===== src/rtl/uart_tx_sched.sv =====
// uart_tx_sched: round-robin scheduler sharing one UART transmitter among NUM_REQ requesters.
// Optional build macro UART_TX_SCHED_TIMEOUT_EN adds a WAIT-state watchdog; without it
// WAIT waits indefinitely and timeout_err is held at 0. The port list is the same in both builds.
//
// state | meaning
// IDLE  | no transfer; arbitrate among pending requests
// START | one-cycle active-low start strobe to the transmitter
// WAIT  | byte in flight, waiting for tx_complete (or watchdog expiry)
// DONE  | one-cycle ack to the granted requester, then back to IDLE
module uart_tx_sched #(
   parameter int NUM_REQ        = 4,
   parameter int TIMEOUT_CYCLES = 4096
) (
   input  logic                         clk,
   input  logic                         reset,
   input  logic [NUM_REQ-1:0]           req,
   input  logic [8*NUM_REQ-1:0]         req_byte,
   output logic [NUM_REQ-1:0]           ack,
   output logic [$clog2(NUM_REQ)-1:0]   grant_id,
   output logic                         busy,
   output logic                         tx_en,
   output logic [7:0]                   tx_byte,
   input  logic                         tx_complete,
   output logic                         timeout_err
);

   localparam int IDW = $clog2(NUM_REQ);

   typedef enum logic [1:0] {S_IDLE, S_START, S_WAIT, S_DONE} state_t;

   state_t               state, state_nxt;
   logic [IDW-1:0]       last_grant, last_grant_nxt;
   logic [IDW-1:0]       idx, pick;
   logic                 pick_valid;
   logic [7:0]           pick_byte;
   logic                 timeout_hit;
   logic                 tx_en_nxt, busy_nxt;
   logic [7:0]           tx_byte_nxt;
   logic [NUM_REQ-1:0]   ack_nxt;
   logic [IDW-1:0]       grant_id_nxt;

   // Round-robin pick: first pending request after last_grant, wrapping around.
   always_comb begin
      idx        = '0;
      pick       = '0;
      pick_valid = 1'b0;
      for (int k = 1; k <= NUM_REQ; k++) begin
         idx = IDW'((int'(last_grant) + k) % NUM_REQ);
         if (!pick_valid && req[idx]) begin
            pick_valid = 1'b1;
            pick       = idx;
         end
      end
   end

   // Byte of the picked requester, selected with constant slices.
   always_comb begin
      pick_byte = 8'h00;
      for (int i = 0; i < NUM_REQ; i++) begin
         if (IDW'(i) == pick) pick_byte = req_byte[8*i +: 8];
      end
   end

`ifdef UART_TX_SCHED_TIMEOUT_EN
   localparam int CW = $clog2(TIMEOUT_CYCLES + 1);

   logic [CW-1:0] to_cnt;

   // Watchdog down-counter: loaded when entering WAIT, terminal count at zero.
   always_ff @(posedge clk) begin
      if (reset)                             to_cnt <= '0;
      else if (state == S_START)             to_cnt <= CW'(TIMEOUT_CYCLES - 1);
      else if (state == S_WAIT && to_cnt != '0) to_cnt <= to_cnt - CW'(1);
   end

   assign timeout_hit = (state == S_WAIT) && (to_cnt == '0);

   // Sticky error: set when the watchdog abandons a transfer, cleared only by reset.
   always_ff @(posedge clk) begin
      if (reset)                            timeout_err <= 1'b0;
      else if (timeout_hit && !tx_complete) timeout_err <= 1'b1;
   end
`else
   localparam int unsigned unused_timeout_cycles = TIMEOUT_CYCLES;

   assign timeout_hit = 1'b0;
   assign timeout_err = 1'b0;
`endif

   // State register.
   always_ff @(posedge clk) begin
      if (reset) state <= S_IDLE;
      else       state <= state_nxt;
   end

   // Next-state logic; tx_complete only matters in WAIT and wins over a same-cycle timeout.
   always_comb begin
      state_nxt = state;
      case (state)
         S_IDLE:  if (pick_valid) state_nxt = S_START;
         S_START: state_nxt = S_WAIT;
         S_WAIT:  begin
            if (tx_complete)      state_nxt = S_DONE;
            else if (timeout_hit) state_nxt = S_IDLE;
         end
         S_DONE:  state_nxt = S_IDLE;
         default: state_nxt = S_IDLE;
      endcase
   end

   // Next values of the registered outputs; grant and byte are latched only in IDLE.
   always_comb begin
      tx_en_nxt      = 1'b1;
      tx_byte_nxt    = tx_byte;
      grant_id_nxt   = grant_id;
      ack_nxt        = '0;
      last_grant_nxt = last_grant;
      busy_nxt       = (state_nxt != S_IDLE);
      case (state)
         S_IDLE: begin
            if (pick_valid) begin
               tx_en_nxt    = 1'b0;
               tx_byte_nxt  = pick_byte;
               grant_id_nxt = pick;
            end
         end
         S_WAIT: begin
            if (tx_complete)      ack_nxt[grant_id] = 1'b1;
            else if (timeout_hit) last_grant_nxt    = grant_id;
         end
         S_DONE:  last_grant_nxt = grant_id;
         default: ;
      endcase
   end

   // Output and arbitration-pointer registers; reset leaves requester 0 first in line.
   always_ff @(posedge clk) begin
      if (reset) begin
         tx_en      <= 1'b1;
         tx_byte    <= 8'h00;
         grant_id   <= '0;
         ack        <= '0;
         busy       <= 1'b0;
         last_grant <= IDW'(NUM_REQ - 1);
      end else begin
         tx_en      <= tx_en_nxt;
         tx_byte    <= tx_byte_nxt;
         grant_id   <= grant_id_nxt;
         ack        <= ack_nxt;
         busy       <= busy_nxt;
         last_grant <= last_grant_nxt;
      end
   end

endmodule


===== config.mk =====
export PLATFORM = sky130hd
export DESIGN_NAME = uart_tx_sched
export DESIGN_NICKNAME = d
export VERILOG_FILES = /design/src/rtl/uart_tx_sched.sv
export SDC_FILE = /design/constraint.sdc
export NUM_CORES = 1
export LEC_CHECK = 0
export BUFFER_PORTS_ARGS = -buffer_cell sky130_fd_sc_hd__buf_2
export CAP_MARGIN = 20
export CORE_MARGIN = 4
export CORE_UTILIZATION = 44
export DETAILED_ROUTE_END_ITERATION = 8
export PLACE_DENSITY = 0.78
export SLEW_MARGIN = 20
export SYNTH_ARGS = -nofsm -noshare
export SYNTH_HDL_FRONTEND = slang
export SYNTH_SLANG_ARGS = --single-unit

===== constraint.sdc =====
create_clock -name clk -period 2.08 [get_ports clk]
set_input_delay 0.104 -clock clk [delete_from_list [all_inputs] [get_ports clk]]
set_output_delay 0.104 -clock clk [all_outputs]
set_load 0.005 [all_outputs]

==> reports/summary.json <==
{
  "yosys_warnings": 0,
  "worst_ep_required_time_ps": 2280,
  "timing.final.crit_period_ps": 1880,
  "initialDrtViolationCount": 21,
  "final_max_slew_viol_count": 0,
  "power_report.internal_total_w": 0.000933,
  "status": "complete, no violations",
  "die-width_um": 57.7,
  "regToRegStartpoint": "last_grant[0]",
  "detail-route-antenna-nets": 0,
  "cts_resized": 0,
  "wl_met2_mm": 1.39,
  "finalHoldViolations": 0,
  "cpMaxStageDelayCell": "nor3_4",
  "worstSetupStartpoint": "last_grant[0]",
  "syn_nets": 163,
  "via_per_inst": 5.46,
  "multi_input_area_um2": 653,
  "grt_max_degree": 12,
  "hold_path.class": "in -> reg",
  "mapped_avg_cell_area_um2": 9.07,
  "minimum_setup_slack_in_the_final_design_ps": 205,
  "post_route_cells_drive_above_1_share_pct": 40.5,
  "post_route_fraction_of_the_period_consumed_by_the_critical_path_pct": 90.2,
  "drc_errors_left": 0,
  "path_max_fanout": 9,
  "finalSetupViolCount": 0,
  "rsz0062_at_grt": "no",
  "leakagePower_nw": 0.667,
  "cts-hold-fix-buffers": 0,
  "areaGrowthSynthToFinish_pct": 29.5,
  "grt_overflow_total": 0,
  "vdd_ir_drop_max_v": 0.000873,
  "post-cts-setup-buffer-count": 0,
  "max_slew_margin_pct": 44.3,
  "timing.critical_path.from_type": "flip-flop",
  "antennaDiodeCount": 0,
  "worst_ep_arrival_time_ps": 2080,
  "floorplan.die_area_mm2": 0.00333,
  "topRoutingLayerUsed": "met4",
  "min-delay-start": "reset",
  "dp_slack_ps": 170,
  "layoutNonFillerInstCount": 201,
  "power.switching_fraction_pct": 35.3,
  "via_count": 1097,
  "drt-total-wl_mm": 2.83,
  "synth_top_family_by_area": "compound AO/OA/AOI/OAI gates",
  "utilization_pct": 62.0,
  "pwr-share-clk_pct": 15.2,
  "num_rows": 17,
  "p_switching_w": 0.000510,
  "dr_wl_met3_um": 245,
  "timing.critical_path.cells": "nor2b_1 -> o21a_1 -> nor3_4 -> mux2_1 -> a221o_1",
  "synth_ff_type": "dfxtp_1",
  "number_of_clock_buffers_inserted_by_tritoncts": 3,
  "synth_compound_gate_area_share_pct": 23.1,
  "asyncSetResetFlopFracSynth_pct": 0,
  "number_of_antenna_violations_at_the_first_check_in_global_routing": 0,
  "met1_routed_wirelength_after_detailed_routing_mm": 1.18,
  "synth_seq_area_share_pct": 36.8,
  "placeableCoreArea_mm2": 0.00228,
  "mappedNetlistArea_mm2": 0.00109,
  "clock_tree_from_tritoncts": "yes",
  "yosys.cell_types.count": 33,
  "synth.area.mux_share_pct": 9.20,
  "grt_pass1_wl_mm": 4.52,
  "pin_count": 56,
  "synth.ff_latch_count": 20,
  "globalplace.congestion": 0.801,
  "seq_area_um2": 400,
  "drt_pre_antenna_iters": 5,
  "endpoint_kind": "flip-flop",
  "synth-simple-area-share_pct": 22.8,
  "synth-edff-count": 0,
  "h-tree-depth": 1,
  "synth-adder-area-share_pct": 4.60,
  "fmaxAchievable_mhz": 533,
  "start_util_pct": 47.8,
  "chipHeight_um": 57.7,
  "timing_worst_slew_pin_value_ps": 826,
  "drv_cap": 0,
  "wl_per_cell_um": 14.1,
  "slowest_delay_ps": 430,
  "fillerInstances": 210,
  "clock_latency_ps": 300,
  "post_synth_xor_area_fraction_pct": 0,
  "gr-usage-all-layers_pct": 16.8,
  "via_count_of_the_first_global_routing_pass": 1088,
  "portBuffers": 54,
  "final_nets": 217,
  "cts-root-buf": "clkbuf_4",
  "path_class": "reg -> reg",
  "dpl.hpwl_mm": 2.24,
  "cts_buffer_depth": 2,
  "combinationalPowerShare_pct": 43.3,
  "power_frac_seq_pct": 41.5,
  "fin_worst_skew_ps": 8.57,
  "clkTransAtPathRegs_ps": 110,
  "netlist_instances": 120,
  "pwr_density_cell_mw_per_mm2": 1020,
  "tns_ps": 0,
  "clock_sinks": 20,
  "post-place-cells": 197
}
[cell type report]
type                    count  share of cell area (%)
well taps                  28                    2.48
clock buffers               4                    2.57
multi-input cells          92                    46.3
flip-flops and latches     20                    28.4
inverters                   2                   0.532
repair buffers             55                    19.7
[final timing paths]
kind | to | slack (ps) | cells after the start
setup / recovery | tx_byte[0] | 200 | 5
hold / removal | grant_id[1] | 100 | 2
setup reg to reg | tx_byte[0] | 200 | 5
hold reg to reg | tx_byte[4] | 500 | 1
[layer usage]
layer | up-vias | GRT usage, %
met1 | 491 | 18.8
met3 | 2 | 5.79
li1 | 557 | -
met2 | 47 | 31.0
met5 | - | 0
met4 | 0 | 2.65
[synthesized netlist by cell type (2+ instances only)]
cell type / count / area (µm²)
or2_2: 3 / 18.8
nand2b_1: 3 / 18.8
o31ai_1: 8 / 60.1
a221o_1: 8 / 80.1
clkbuf_1: 2 / 7.51
o21a_1: 2 / 15.0
nand4_1: 8 / 50.1
mux2_1: 2 / 22.5
nand2_1: 2 / 7.51
mux2_2: 6 / 67.6
nor3b_1: 2 / 15.0
a21oi_1: 9 / 45.0
dfxtp_1: 20 / 400
nor2b_1: 6 / 37.5
inv_1: 2 / 7.51
buf_1: 2 / 7.51
a211o_1: 2 / 17.5
nor2_1: 13 / 48.8
ha_1: 4 / 50.1
nor3_1: 3 / 15.0
[state kept, by name, summed over array words and instances (netlist names)]
name        cells
busy            1
tx_en           1
grant_id        2
state           2
tx_byte         8
last_grant      2
ack             4
[power groups by stage]
stage	Sequential, W	Clock [W]	Combinational (W)
floorplan	0.000601	0	0.000406
global placement	0.000606	0	0.000599
detailed placement	0.000609	0	0.000623
CTS	0.000600	0.000227	0.000629
global route	0.000616	0.000242	0.000702
finish	0.000599	0.000219	0.000625
[layout by cell type, fill, tap and decap left out]
cell	instances
o21ai_1	1
a21oi_2	1
nor2_1	13
clkbuf_4	3
a221o_1	8
nor3_4	1
a21o_1	1
a211o_1	2
ha_1	4
a21oi_1	9
nor3_1	3
and3_1	1
mux2_2	6
or2_2	3
nor4_1	1
nor3b_1	2
conb_1	1
mux2i_1	1
nand2b_1	3
buf_2	54
nor2b_1	6
mux2_1	2
a211oi_1	1
or4_1	1
o21a_1	2
nand2_1	2
o31ai_1	8
nand4_1	8
dfxtp_1	20
buf_4	1
o21ai_0	1
clkbuf_8	1
inv_1	2
[worst max-delay path, delay by kind of cell (launching register included)]
kind / cells / cell delay [ps]
simple gates: 2 / 500
compound gates: 2 / 560
mux: 1 / 370
flops: 1 / 350
[cell families (layout without fill, tap and decap cells)]
kind of cell / Yosys count / in the layout
flops: 20 / 20
fa+ha+maj: 4 / 4
other cells: 1 / 1
simple gates: 44 / 44
mux: 9 / 9
compound gates: 34 / 34
buf+inv: 8 / 61
[stage by stage]
stage | hold WS (ps) | area, µm² | power (W)
6_report | 98.2 | 1410 | 0.00144
5_1_grt | 110 | 1410 | 0.00156
4_1_cts | 87.3 | 1410 | 0.00146
3_5_place_dp | 412 | 1370 | 0.00123
3_3_place_gp | 404 | 1370 | 0.00120
2_1_floorplan | 321 | 1090 | 0.00101
No activity file was read; power rests on OpenSTA's default activity.
